File: config.mk
export PLATFORM = sky130hd
export DESIGN_NAME = sqrt_seq_ctrl
export DESIGN_NICKNAME = d
export VERILOG_FILES = /design/src/rtl/sqrt_seq_ctrl.sv
export SDC_FILE = /design/constraint.sdc
export NUM_CORES = 1
export LEC_CHECK = 0
export CAP_MARGIN = 30
export CORE_MARGIN = 8
export CORE_UTILIZATION = 45
export DETAILED_ROUTE_END_ITERATION = 10
export PLACE_DENSITY = 0.74
export RECOVER_POWER = 50
export REMOVE_ABC_BUFFERS = 1
export SLEW_MARGIN = 25
export SYNTH_ARGS = -nofsm -noshare
export SYNTH_HDL_FRONTEND = slang
export SYNTH_SLANG_ARGS = --single-unit
File: constraint.sdc
create_clock -name clk -period 1.5 [get_ports clk]
set_input_delay 0.3 -clock clk [delete_from_list [all_inputs] [get_ports clk]]
set_output_delay 0.3 -clock clk [all_outputs]
set_load 0.005 [all_outputs]
File: src/rtl/sqrt_seq_ctrl.sv
// Sequencer for the iterative integer square-root datapath. An EVAL happens every SETTLE_CYC+1 cycles after accept.
// The result is held in DONE until res_ready_i. req_ready_o is high only in IDLE, and clear_i aborts to IDLE from any state.
module sqrt_seq_ctrl #(
   parameter int SETTLE_CYC = 1,
   parameter int ROOT_W     = 8
) (
   input  logic              clk,
   input  logic              rst_n,
   input  logic              req_valid_i,
   output logic              req_ready_o,
   input  logic              clear_i,
   input  logic              le_i,
   output logic              wr_input_o,
   output logic              wr_root_o,
   output logic              en_pipe_o,
   output logic              init_sel_o,
   output logic              res_valid_o,
   input  logic              res_ready_i,
   output logic              busy_o,
   output logic [ROOT_W-1:0] iter_cnt_o,
   output logic              ovf_o
);

   localparam int                CNT_W         = 4;
   localparam logic [CNT_W-1:0]  SETTLE_RELOAD = CNT_W'(SETTLE_CYC - 1);
   localparam logic [ROOT_W-1:0] ITER_MAX      = '1;

   typedef enum logic [1:0] {
      IDLE   = 2'd0,
      SETTLE = 2'd1,
      EVAL   = 2'd2,
      DONE   = 2'd3
   } state_t;

   state_t             state_q, state_d;
   logic [CNT_W-1:0]   cnt_q, cnt_d;
   logic [ROOT_W-1:0]  iter_q, iter_d;
   logic               ovf_q, ovf_d;

   logic req_ready, wr_input, wr_root, en_pipe, init_sel, res_valid, busy;

   always_ff @(posedge clk) begin
      if (!rst_n) begin
         state_q <= IDLE;
         cnt_q   <= '0;
         iter_q  <= '0;
         ovf_q   <= 1'b0;
      end else begin
         state_q <= state_d;
         cnt_q   <= cnt_d;
         iter_q  <= iter_d;
         ovf_q   <= ovf_d;
      end
   end

   always_comb begin
      state_d   = state_q;
      cnt_d     = cnt_q;
      iter_d    = iter_q;
      ovf_d     = ovf_q;
      req_ready = 1'b0;
      wr_input  = 1'b0;
      wr_root   = 1'b0;
      en_pipe   = 1'b0;
      init_sel  = 1'b0;
      res_valid = 1'b0;
      busy      = (state_q != IDLE);

      case (state_q)
         IDLE: begin
            req_ready = 1'b1;
            if (req_valid_i) begin
               wr_input = 1'b1;
               wr_root  = 1'b1;
               en_pipe  = 1'b1;
               init_sel = 1'b1;
               iter_d   = '0;
               ovf_d    = 1'b0;
               cnt_d    = SETTLE_RELOAD;
               state_d  = SETTLE;
            end
         end
         SETTLE: begin
            if (cnt_q == '0) begin
               state_d = EVAL;
            end else begin
               cnt_d = cnt_q - CNT_W'(1);
            end
         end
         EVAL: begin
            if (le_i) begin
               if (iter_q != ITER_MAX) begin
                  wr_root = 1'b1;
                  en_pipe = 1'b1;
                  iter_d  = iter_q + ROOT_W'(1);
                  cnt_d   = SETTLE_RELOAD;
                  state_d = SETTLE;
               end else begin
                  // Guard only reachable with a faulty datapath: root cannot exceed ITER_MAX.
                  ovf_d   = 1'b1;
                  state_d = DONE;
               end
            end else begin
               state_d = DONE;
            end
         end
         DONE: begin
            res_valid = 1'b1;
            if (res_ready_i) begin
               state_d = IDLE;
            end
         end
         default: begin
            state_d = IDLE;
         end
      endcase

      // Abort wins over accept and over a DONE transfer; result registers are left intact.
      if (clear_i) begin
         state_d  = IDLE;
         cnt_d    = cnt_q;
         iter_d   = iter_q;
         ovf_d    = ovf_q;
         wr_input = 1'b0;
         wr_root  = 1'b0;
         en_pipe  = 1'b0;
         init_sel = 1'b0;
      end
   end

   assign req_ready_o = req_ready & rst_n;
   assign wr_input_o  = wr_input & rst_n;
   assign wr_root_o   = wr_root & rst_n;
   assign en_pipe_o   = en_pipe & rst_n;
   assign init_sel_o  = init_sel & rst_n;
   assign res_valid_o = res_valid & rst_n;
   assign busy_o      = busy & rst_n;
   assign iter_cnt_o  = rst_n ? iter_q : '0;
   assign ovf_o       = ovf_q & rst_n;

endmodule

; ---- Word-level counts from Yosys, hierarchy flattened
; Index checks and enable logic that the tools add are counted.
[totals]
ramBits = 0
word_cells = 64
out_inout_bits = 16
input_bits = 6
latch_bits = 0
mem_count = 0
mem_bits_ro = 0
ff_bits = 15
[classes]
div_mod_pow = 0
n_bitwise = 8
mul = 0
muxes = 29
n_eq_ne = 11
addsub = 2
shift = 0
n_reduce_logical = 10
n_lt_le_gt_ge = 0
[op_table]
columns = op, n
row1 = $mux W8, 4
row2 = $mux W4, 4
row3 = $pmux W8 S2, 1
row4 = $ne A2 B2 Y1 const B, 7
row5 = $pmux W4 S3, 1
row6 = $mux W1, 11
row7 = $mux W2, 5
row8 = $reduce_and A5 Y1, 2
row9 = $add A8 B1 Y8 const B, 1
row10 = $ne A8 B8 Y1 const B, 1
row11 = $pmux W2 S4, 1
row12 = $and A1 B1 Y1, 6
row13 = $reduce_and A6 Y1, 1
row14 = $eq A2 B2 Y1 const B, 2
row15 = $logic_not A4 Y1, 1
row16 = $pmux W1 S2, 2
row17 = $reduce_bool A2 Y1, 2
row18 = $sub A4 B1 Y4 const B, 1
row19 = $reduce_and A3 Y1, 1
row20 = $reduce_bool A3 Y1, 1
row21 = $eq A2 B1 Y1 const B, 1
row22 = $logic_not A2 Y1, 1
row23 = $not A1 Y1, 2
row24 = $reduce_or A2 Y1, 1

; ---- Depth between registers and ports, before layout
; Gate-level depths: netlist of run 1.
[depth]
depth_word = 6
mapped_depth = 6
depth_no_buf = 6

; ---- Worst setup path after synthesis of run 1
; OpenSTA, ideal clock, no wires.
[synth_timing]
path_kind = reg2out
start = reg iter_q[0]
end = out wr_root_o
stages_incl_launch_ff = 7
arrival_time_ns = 1.424
setup_slack_ns = -0.224
required_time_ns = 1.200
n_path_buf = 1
cell_sequence = dfxtp_1 ha_1 and3_1 nand2_1 nand3_1 a211oi_1 buf_4
[synth_via]
elab_chain_cells = 6
[synth_lines]
columns = item, line_no
row1 = from (decl), 37  ; logic [ROOT_W-1:0] iter_q, iter_d;
row2 = from (signal assigned), 51  ; iter_q <= iter_d;
row3 = $ne A8 B8 Y1, 92  ; if (iter_q != ITER_MAX) begin
row4 = $mux W1 (2 in series), -
row5 = $pmux W1 S2, -
row6 = $mux W1, -
row7 = $and A1 B1 Y1, -
row8 = to (decl), 14  ; output logic wr_root_o,
; Every way passes these cells.

; ---- Worst setup path in the final report of run 1
[layout_timing]
start = reg iter_q[0]
end = out wr_root_o
[layout_via]
elab_chain_cells = 6
[layout_lines]
columns = item, line_no
row1 = $ne A8 B8 Y1, 92
row2 = $mux W1, 92
row3 = $mux W1, 91  ; if (le_i) begin
row4 = $pmux W1 S2, 69  ; case (state_q)
row5 = $mux W1, 119  ; if (clear_i) begin
row6 = $and A1 B1 Y1, 133  ; assign wr_root_o = wr_root & rst_n;
; Every way passes these cells.

==> impl_metrics.prom, run 1 <==
# TYPE chip_impl_metric gauge
chip_impl_metric{name="share_of_synthesized_area_occupied_by_flip_flops_and_latches",unit="%"} 28.4
chip_impl_metric{name="clock_sink_count",unit=""} 15
chip_impl_metric{name="floorplan.core_area",unit="sq um"} 2210
chip_impl_metric{name="timing_max_transition_violations_final",unit=""} 0
chip_impl_metric{name="finalCriticalPeriod",unit="ns"} 1.78
chip_impl_metric{name="buffer_ports.inserted",unit=""} 21
chip_impl_metric{name="synth_enable_flop_cells",unit=""} 0
chip_impl_metric{name="number_of_antenna_violations_at_the_first_check_in_global_routing",unit=""} 0
chip_impl_metric{name="synth.distinct_cells",unit=""} 50
chip_impl_metric{name="ir_worst_vdd",unit="uV"} 390
chip_impl_info{name="startpoint_type",value="register"} 1
chip_impl_metric{name="num_vias",unit=""} 1369
chip_impl_info{name="cp-end-kind",value="output pin"} 1
chip_impl_metric{name="setup_viol",unit=""} 13
chip_impl_metric{name="final_design_area_no_fill",unit="sq um"} 1890
chip_impl_metric{name="post_drt_via_cell_ratio",unit=""} 6.22
chip_impl_metric{name="critical_path_arrival",unit="ns"} 1.48
chip_impl_metric{name="final.setup.worst_slack",unit="ns"} -0.283
chip_impl_metric{name="cp_max_stage_delay",unit="ns"} 0.35
chip_impl_metric{name="whs",unit="ns"} 0.439
chip_impl_info{name="synth_top_flop_cell",value="sky130_fd_sc_hd__dfxtp_1"} 1
chip_impl_metric{name="floorplan.die.width",unit="um"} 64.5
chip_impl_metric{name="h-tree-depth",unit=""} 1
chip_impl_metric{name="clkLatencyLatePin",unit="ns"} 0.31
chip_impl_metric{name="syn-mean-instance-area",unit="sq um"} 8.26
chip_impl_metric{name="max_freq",unit="MHz"} 561
chip_impl_info{name="violated_checks",value="negative setup slack"} 1
chip_impl_metric{name="finalClockSkew",unit="ns"} 0.00371
chip_impl_metric{name="dr.first_iter.drc_count",unit=""} 84
chip_impl_metric{name="final.setup.tns",unit="ns"} -1.02
chip_impl_metric{name="area.growth.synth_to_final",unit="%"} 78.9
chip_impl_info{name="crit_slowest_cell",value="sky130_fd_sc_hd__dfxtp_2"} 1
chip_impl_metric{name="cts_buffer_depth",unit=""} 2
chip_impl_info{name="cts_tree",value="built"} 1
chip_impl_metric{name="complex_gate_fraction_of_the_synthesized_area",unit="%"} 23.7
chip_impl_metric{name="drt-total-wl",unit="um"} 4620
chip_impl_metric{name="synth_cells",unit=""} 128
chip_impl_metric{name="period_share",unit="%"} 119
chip_impl_metric{name="synth_top_area_share",unit="%"} 28.4
chip_impl_metric{name="grt_util_all_layers",unit="%"} 19.0
chip_impl_metric{name="max_cap_violations",unit=""} 0
chip_impl_metric{name="synth-simple-area-share",unit="%"} 37.6
chip_impl_metric{name="post-route-drc-count",unit=""} 0
chip_impl_metric{name="max_slew_margin",unit="%"} 75.6
chip_impl_info{name="synth_top_family_by_area",value="simple AND/OR/NAND/NOR gates"} 1
chip_impl_metric{name="wire_length_of_the_first_global_routing_pass",unit="um"} 6480
chip_impl_metric{name="antenna_cells_inserted",unit=""} 0
chip_impl_metric{name="leakage",unit="nW"} 0.820
chip_impl_metric{name="synth-seq-cells",unit=""} 15
chip_impl_metric{name="worst-path-stages",unit=""} 6
chip_impl_metric{name="io_pins",unit=""} 22
chip_impl_metric{name="tightest_slew",unit="ns"} 0.366
chip_impl_metric{name="timing.hold.worst_path_depth",unit=""} 3
chip_impl_metric{name="dpl-instance-area",unit="sq um"} 1510
chip_impl_metric{name="initial_core_util",unit="%"} 47.8
chip_impl_metric{name="p_per_area",unit="nW/um^2"} 450
chip_impl_metric{name="synth_xor_area_share",unit="%"} 0
chip_impl_metric{name="post_drt_wl_per_cell",unit="um"} 21.0
chip_impl_metric{name="final_core_utilization",unit="%"} 85.5
chip_impl_metric{name="rrSetupSlack",unit="ns"} -0.08
chip_impl_metric{name="critPathMaxFanout",unit=""} 2
chip_impl_metric{name="post_synth_fa_ha_maj_area_fraction",unit="%"} 2.37
chip_impl_info{name="path_cells",value="ha_4 > and3_4 > nand2_4 > nand3_2 > a211oi_2 > buf_2"} 1
chip_impl_info{name="synth_top_cells_by_area",value="sky130_fd_sc_hd__dfxtp_1 28%, sky130_fd_sc_hd__and2_1 5.9%, sky130_fd_sc_hd__and3_1 4.7%"} 1
chip_impl_metric{name="fp.dieH",unit="um"} 64.5
chip_impl_metric{name="route.antenna.remaining_nets",unit=""} 0
chip_impl_metric{name="crit_buf_inv",unit=""} 1
chip_impl_metric{name="grt_overflow_total",unit=""} 0
chip_impl_metric{name="worst_r2r_path_depth",unit=""} 9
chip_impl_metric{name="dp_slack",unit="ns"} -0.587
chip_impl_metric{name="layout.nets",unit=""} 201
chip_impl_metric{name="placement_rows",unit=""} 17
chip_impl_info{name="cts_root_cell",value="sky130_fd_sc_hd__clkbuf_4"} 1
chip_impl_metric{name="globalplace.congestion",unit=""} 0.866
chip_impl_metric{name="total_die_area",unit="sq um"} 4160
chip_impl_metric{name="layout-drive-gt1-share",unit="%"} 56.8
chip_impl_metric{name="cts.reportedPaths.clkPinSlew",unit="ns"} 0.10
chip_impl_info{name="min-delay-path-class",value="in -> reg"} 1
chip_impl_metric{name="synthArstFlopShare",unit="%"} 0
chip_impl_metric{name="vias_in_the_first_global_route",unit=""} 1389
chip_impl_info{name="run_status",value="finished with violations"} 1
chip_impl_metric{name="netlist_area",unit="sq um"} 1060
chip_impl_metric{name="hold_viol_final",unit=""} 0
chip_impl_metric{name="pin_count_of_the_biggest_net_entering_global_routing",unit=""} 12
chip_impl_metric{name="detail_route.first_pass.iterations",unit=""} 4
chip_impl_metric{name="holdBufCountCts",unit=""} 0
chip_impl_metric{name="dpl.hpwl",unit="um"} 2450
chip_impl_metric{name="post_synth_mux_area_share",unit="%"} 0.947
chip_impl_info{name="critPathTopFamily",value="flip-flops"} 1
chip_impl_info{name="grt_setup_unrepaired",value="true"} 1
chip_impl_metric{name="worstPathRequired",unit="ns"} 1.20
chip_impl_info{name="yosys.area.top_type",value="sky130_fd_sc_hd__dfxtp_1"} 1
chip_impl_metric{name="yosysWarnings",unit=""} 0
chip_impl_info{name="critPathKind",value="reg -> out"} 1
chip_impl_metric{name="cts_inserted_buffers",unit=""} 3
## power by group
part	switching (mW)	total, mW	internal, mW
clock network	0.154	0.258	0.104
logic	0.101	0.191	0.0905
registers	0.00297	0.402	0.399
## through the flow
stage,cells,power (mW)
final,220,0.851
after global placement,202,0.549
after detailed placement,202,0.554
after floorplan,118,0.461
after global routing,220,0.876
after CTS,217,0.810
## what timing repair did
action	4_1_cts	5_1_grt
pin swaps	22	22
gates resized for setup	81	43
endpoints found under the setup margin	28	26
buffers inserted	9	6
cloned	2	0
## synth_stat cells, drive strengths merged (2+ instances only)
cell and instances:
a211o 2, ha 2, o21ai 6, dfxtp 15
nor3 2, o31a 2, nor2 5, nand4b 2
clkbuf 4, a2111oi 3, and2 11, a21oi 7
nand3 6, o221a 2, nand3b 3, nand4 2
buf 6, or3 2, nand2b 4, nor2b 2
nand2 9, inv 4, and3 8, nor3b 4
## path summary, 6_finish.rpt
| check | start | end |
|---|---|---|
| max | iter_q[0] | wr_root_o |
| max reg2reg | iter_q[0] | ovf_q |
| min reg2reg | ovf_q | ovf_q |
| min | rst_n | ovf_q |
## placed cells by master, fill, tap and decap left out, drive strengths merged, types with 2 or more instances in the layout
master / instances
a21oi: 7
buf: 55
nor3: 2
nand3: 6
nand2: 9
clkdlybuf4s50: 2
ha: 2
inv: 4
and3: 8
clkbuf: 5
dlygate4sd2: 5
a2111oi: 3
nand4: 2
a211o: 2
o21ai: 7
nand4b: 2
nand2b: 4
clkdlybuf4s15: 6
nor2: 5
or3: 2
and2: 11
dfxtp: 15
nand3b: 3
o221a: 2
nor2b: 2
nor3b: 4
o31a: 2
## tightest hold or removal path: cells and delay by family
kind | cells | cell delay (ns)
compound gates | 1 | 0.11
buf+inv | 2 | 0.31
## sequential cells by signal, indices dropped and copies added, names as in the netlist
signal / flops
ovf_q: 1
state_q: 2
cnt_q: 4
iter_q: 8
## cell type report
class | instances | area (sq um)
Multi-Input combinational cell | 100 | 895
Timing Repair Buffer | 69 | 599
Sequential cell | 15 | 322
Fill cell | 110 | 320
Tap cell | 28 | 35.0
Clock buffer | 4 | 26.3
Inverter | 4 | 15.0
## cells by family after synthesis
family | after synthesis
adders and majority gates | 2
buffers and inverters | 14
DFF | 15
AOI/OAI and AO/OA | 32
and+or+nand+nor | 64
muxes | 1
## metal layers
metal / wire [um] / GRT usage (%) / share of wire [%]
met1: 1780 / 20.4 / 39
met2: 2270 / 34.3 / 49
met3: 324 / 4.47 / 7.0
met4: 240 / 8.99 / 5.2
met5: 0 / 0 / 0
Note: power is estimated with default switching activity, not from simulation.
==> run 2, diff against run 1 <==
--- a/config.mk
+++ b/config.mk
@@ -5,11 +5,11 @@
 export SDC_FILE = /design/constraint.sdc
 export NUM_CORES = 1
 export LEC_CHECK = 0
-export CAP_MARGIN = 30
+export CAP_MARGIN = 0
 export CORE_MARGIN = 8
-export CORE_UTILIZATION = 45
+export CORE_UTILIZATION = 54
 export DETAILED_ROUTE_END_ITERATION = 10
-export PLACE_DENSITY = 0.74
+export PLACE_DENSITY = 0.84
 export RECOVER_POWER = 50
 export REMOVE_ABC_BUFFERS = 1
 export SLEW_MARGIN = 25
==> constraint.sdc (replaced) <==
create_clock -name clk -period 2.2 [get_ports clk]
set_input_delay 0.44 -clock clk [delete_from_list [all_inputs] [get_ports clk]]
set_output_delay 0.44 -clock clk [all_outputs]
set_load 0.005 [all_outputs]
==> impl_metrics.prom, run 2 (synthesized netlist as in run 1, its figures left out) <==
# TYPE chip_impl_metric gauge
chip_impl_metric{name="pin_count_of_the_biggest_net_entering_global_routing",unit=""} 30
chip_impl_metric{name="cts_buffer_depth",unit=""} 2
chip_impl_metric{name="vias_in_the_first_global_route",unit=""} 997
chip_impl_metric{name="dp_slack",unit="ns"} -0.210
chip_impl_metric{name="floorplan.die.width",unit="um"} 60.3
chip_impl_metric{name="holdBufCountCts",unit=""} 0
chip_impl_metric{name="period_share",unit="%"} 96.5
chip_impl_info{name="startpoint_type",value="register"} 1
chip_impl_metric{name="total_die_area",unit="sq um"} 3630
chip_impl_info{name="cts_tree",value="built"} 1
chip_impl_metric{name="max_cap_violations",unit=""} 0
chip_impl_metric{name="area.growth.synth_to_final",unit="%"} 33.3
chip_impl_metric{name="cts_setup_buffers",unit=""} 0
chip_impl_info{name="most-common-layout-cells",value="16 x sky130_fd_sc_hd__clkdlybuf4s50_1, 16 x sky130_fd_sc_hd__buf_4, 14 x sky130_fd_sc_hd__dfxtp_1, 10 x sky130_fd_sc_hd__and2_1"} 1
chip_impl_metric{name="final_design_area_no_fill",unit="sq um"} 1410
chip_impl_metric{name="wire_length_of_the_first_global_routing_pass",unit="um"} 4410
chip_impl_metric{name="timing_max_transition_violations_final",unit=""} 0
chip_impl_metric{name="final.setup.tns",unit="ns"} 0
chip_impl_metric{name="max_slew_margin",unit="%"} 68.7
chip_impl_info{name="run_status",value="finished clean"} 1
chip_impl_metric{name="critical_path_arrival",unit="ns"} 1.68
chip_impl_metric{name="max_freq",unit="MHz"} 471
chip_impl_info{name="grt_setup_unrepaired",value="true"} 1
chip_impl_metric{name="buffer_ports.inserted",unit=""} 21
chip_impl_metric{name="layout-drive-gt1-share",unit="%"} 18.8
chip_impl_metric{name="p_per_area",unit="nW/um^2"} 372
chip_impl_info{name="largest_register",value="iter_q"} 1
chip_impl_metric{name="grt_overflow_total",unit=""} 0
chip_impl_metric{name="final_core_utilization",unit="%"} 74.1
chip_impl_metric{name="dr.first_iter.drc_count",unit=""} 9
chip_impl_metric{name="layout.nets",unit=""} 169
chip_impl_metric{name="final.setup.worst_slack",unit="ns"} 0.0764
chip_impl_metric{name="globalplace.congestion",unit=""} 0.848
chip_impl_metric{name="number_of_antenna_violations_at_the_first_check_in_global_routing",unit=""} 0
chip_impl_metric{name="post-route-drc-count",unit=""} 0
chip_impl_metric{name="finalClockSkew",unit="ns"} 0.00219
chip_impl_metric{name="grt_util_all_layers",unit="%"} 15.7
chip_impl_metric{name="finalCriticalPeriod",unit="ns"} 2.12
chip_impl_metric{name="floorplan.core_area",unit="sq um"} 1900
chip_impl_metric{name="max_ffs_per_register",unit=""} 8
chip_impl_metric{name="tightest_slew",unit="ns"} 0.470
chip_impl_metric{name="dpl-instance-area",unit="sq um"} 1380
chip_impl_metric{name="post_drt_wl_per_cell",unit="um"} 14.4
chip_impl_metric{name="initial_core_util",unit="%"} 55.6
chip_impl_metric{name="worstPathRequired",unit="ns"} 1.76
chip_impl_metric{name="finalNonFillerCells",unit=""} 187
chip_impl_metric{name="dpl.hpwl",unit="um"} 2050
chip_impl_metric{name="antenna_cells_inserted",unit=""} 0
chip_impl_metric{name="placed_cells_incl_taps",unit=""} 183
chip_impl_metric{name="fin_total_pwr",unit="mW"} 0.525
chip_impl_metric{name="clkLatencyLatePin",unit="ns"} 0.29
chip_impl_info{name="cts_root_cell",value="sky130_fd_sc_hd__clkbuf_4"} 1
chip_impl_metric{name="placement_rows",unit=""} 16
chip_impl_metric{name="whs",unit="ns"} 0.510
chip_impl_info{name="largest_registers",value="iter_q (8), cnt_q (4), state_q (2)"} 1
chip_impl_metric{name="io_pins",unit=""} 22
chip_impl_metric{name="fp.dieH",unit="um"} 60.3
chip_impl_metric{name="fillerInstances",unit=""} 150
chip_impl_metric{name="detail_route.first_pass.iterations",unit=""} 4
chip_impl_metric{name="critPathMaxFanout",unit=""} 2
chip_impl_metric{name="post_drt_via_cell_ratio",unit=""} 5.80
chip_impl_metric{name="num_vias",unit=""} 1084
chip_impl_metric{name="hold_viol_final",unit=""} 0
chip_impl_metric{name="h-tree-depth",unit=""} 1
chip_impl_metric{name="cts.reportedPaths.clkPinSlew",unit="ns"} 0.09
chip_impl_metric{name="cts_inserted_buffers",unit=""} 3
chip_impl_metric{name="setup_viol",unit=""} 0
chip_impl_metric{name="ir_worst_vdd",unit="uV"} 251
chip_impl_metric{name="clock_sink_count",unit=""} 15
chip_impl_metric{name="drt-total-wl",unit="um"} 2700
chip_impl_metric{name="leakage",unit="nW"} 0.601
chip_impl_info{name="cp-end-kind",value="output pin"} 1
chip_impl_info{name="critPathKind",value="reg -> out"} 1
chip_impl_info{name="min-delay-path-class",value="reg -> reg"} 1
chip_impl_metric{name="route.antenna.remaining_nets",unit=""} 0
-- run 2: cell types whose count changed in the layout (fill, tap and decap cells not counted), moves of 3 or more --
cell,delta
sky130_fd_sc_hd__dfxtp_2,-10
sky130_fd_sc_hd__and3_4,-5
sky130_fd_sc_hd__buf_2,-7
sky130_fd_sc_hd__nor3b_1,+3
sky130_fd_sc_hd__o21ai_4,-3
sky130_fd_sc_hd__clkdlybuf4s50_1,+14
sky130_fd_sc_hd__and3_1,+5
sky130_fd_sc_hd__dfxtp_1,+12
sky130_fd_sc_hd__clkdlybuf4s15_1,-6
sky130_fd_sc_hd__buf_4,-12
sky130_fd_sc_hd__buf_6,-20
-- run 2: worst paths after layout --
kind                    end  cells past startpoint  slack, ns       start
setup / recovery  wr_root_o                      6       0.08   iter_q[0]
hold / removal     cnt_q[1]                      2       0.51    cnt_q[1]
setup reg to reg  iter_q[6]                      5       0.39  state_q[1]
hold reg to reg    cnt_q[1]                      2       0.51    cnt_q[1]
-- run 2: critical path, cell delays in order (launching register included) --
cell	delay (ns)
sky130_fd_sc_hd__dfxtp_1	0.33
sky130_fd_sc_hd__ha_1	0.20
sky130_fd_sc_hd__and3_1	0.20
sky130_fd_sc_hd__nand2_1	0.08
sky130_fd_sc_hd__nand3_1	0.09
sky130_fd_sc_hd__a211oi_2	0.23
sky130_fd_sc_hd__dlygate4sd2_1	0.26
-- run 2: final cells by class --
cell class | count | area (sq um) | area share [%]
multi-input cells | 99 | 688 | 48.8
flip-flops and latches | 15 | 302 | 21.4
clock buffers | 4 | 26.3 | 1.87
repair buffers | 38 | 344 | 24.4
well taps | 27 | 33.8 | 2.40
inverters | 4 | 15.0 | 1.07
-- run 2: metal layers --
| metal | vias up | routed length, um | part of all wire [%] | global-route usage, % |
|---|---|---|---|---|
| met5 | - | 0 | 0 | 0 |
| li1 | 537 | - | - | - |
| met1 | 533 | 1200 | 44 | 17.6 |
| met4 | 0 | 31 | 1.1 | 6.12 |
| met2 | 10 | 1390 | 52 | 28.0 |
| met3 | 4 | 80 | 3.0 | 3.01 |
-- run 2: power by group --
part | switching [mW] | leakage (nW) | internal (mW)
Clock | 0.0962 | 0.0150 | 0.0705
Sequential | 0.00599 | 0.121 | 0.274
Combinational | 0.0383 | 0.465 | 0.0398
-- run 2: what timing repair did --
item | 4_1_cts | 5_1_grt
resized for setup | 6 | 1
endpoints found under the setup margin | 16 | 4
pin swaps | 1 | 0
cloned | 0 | 0
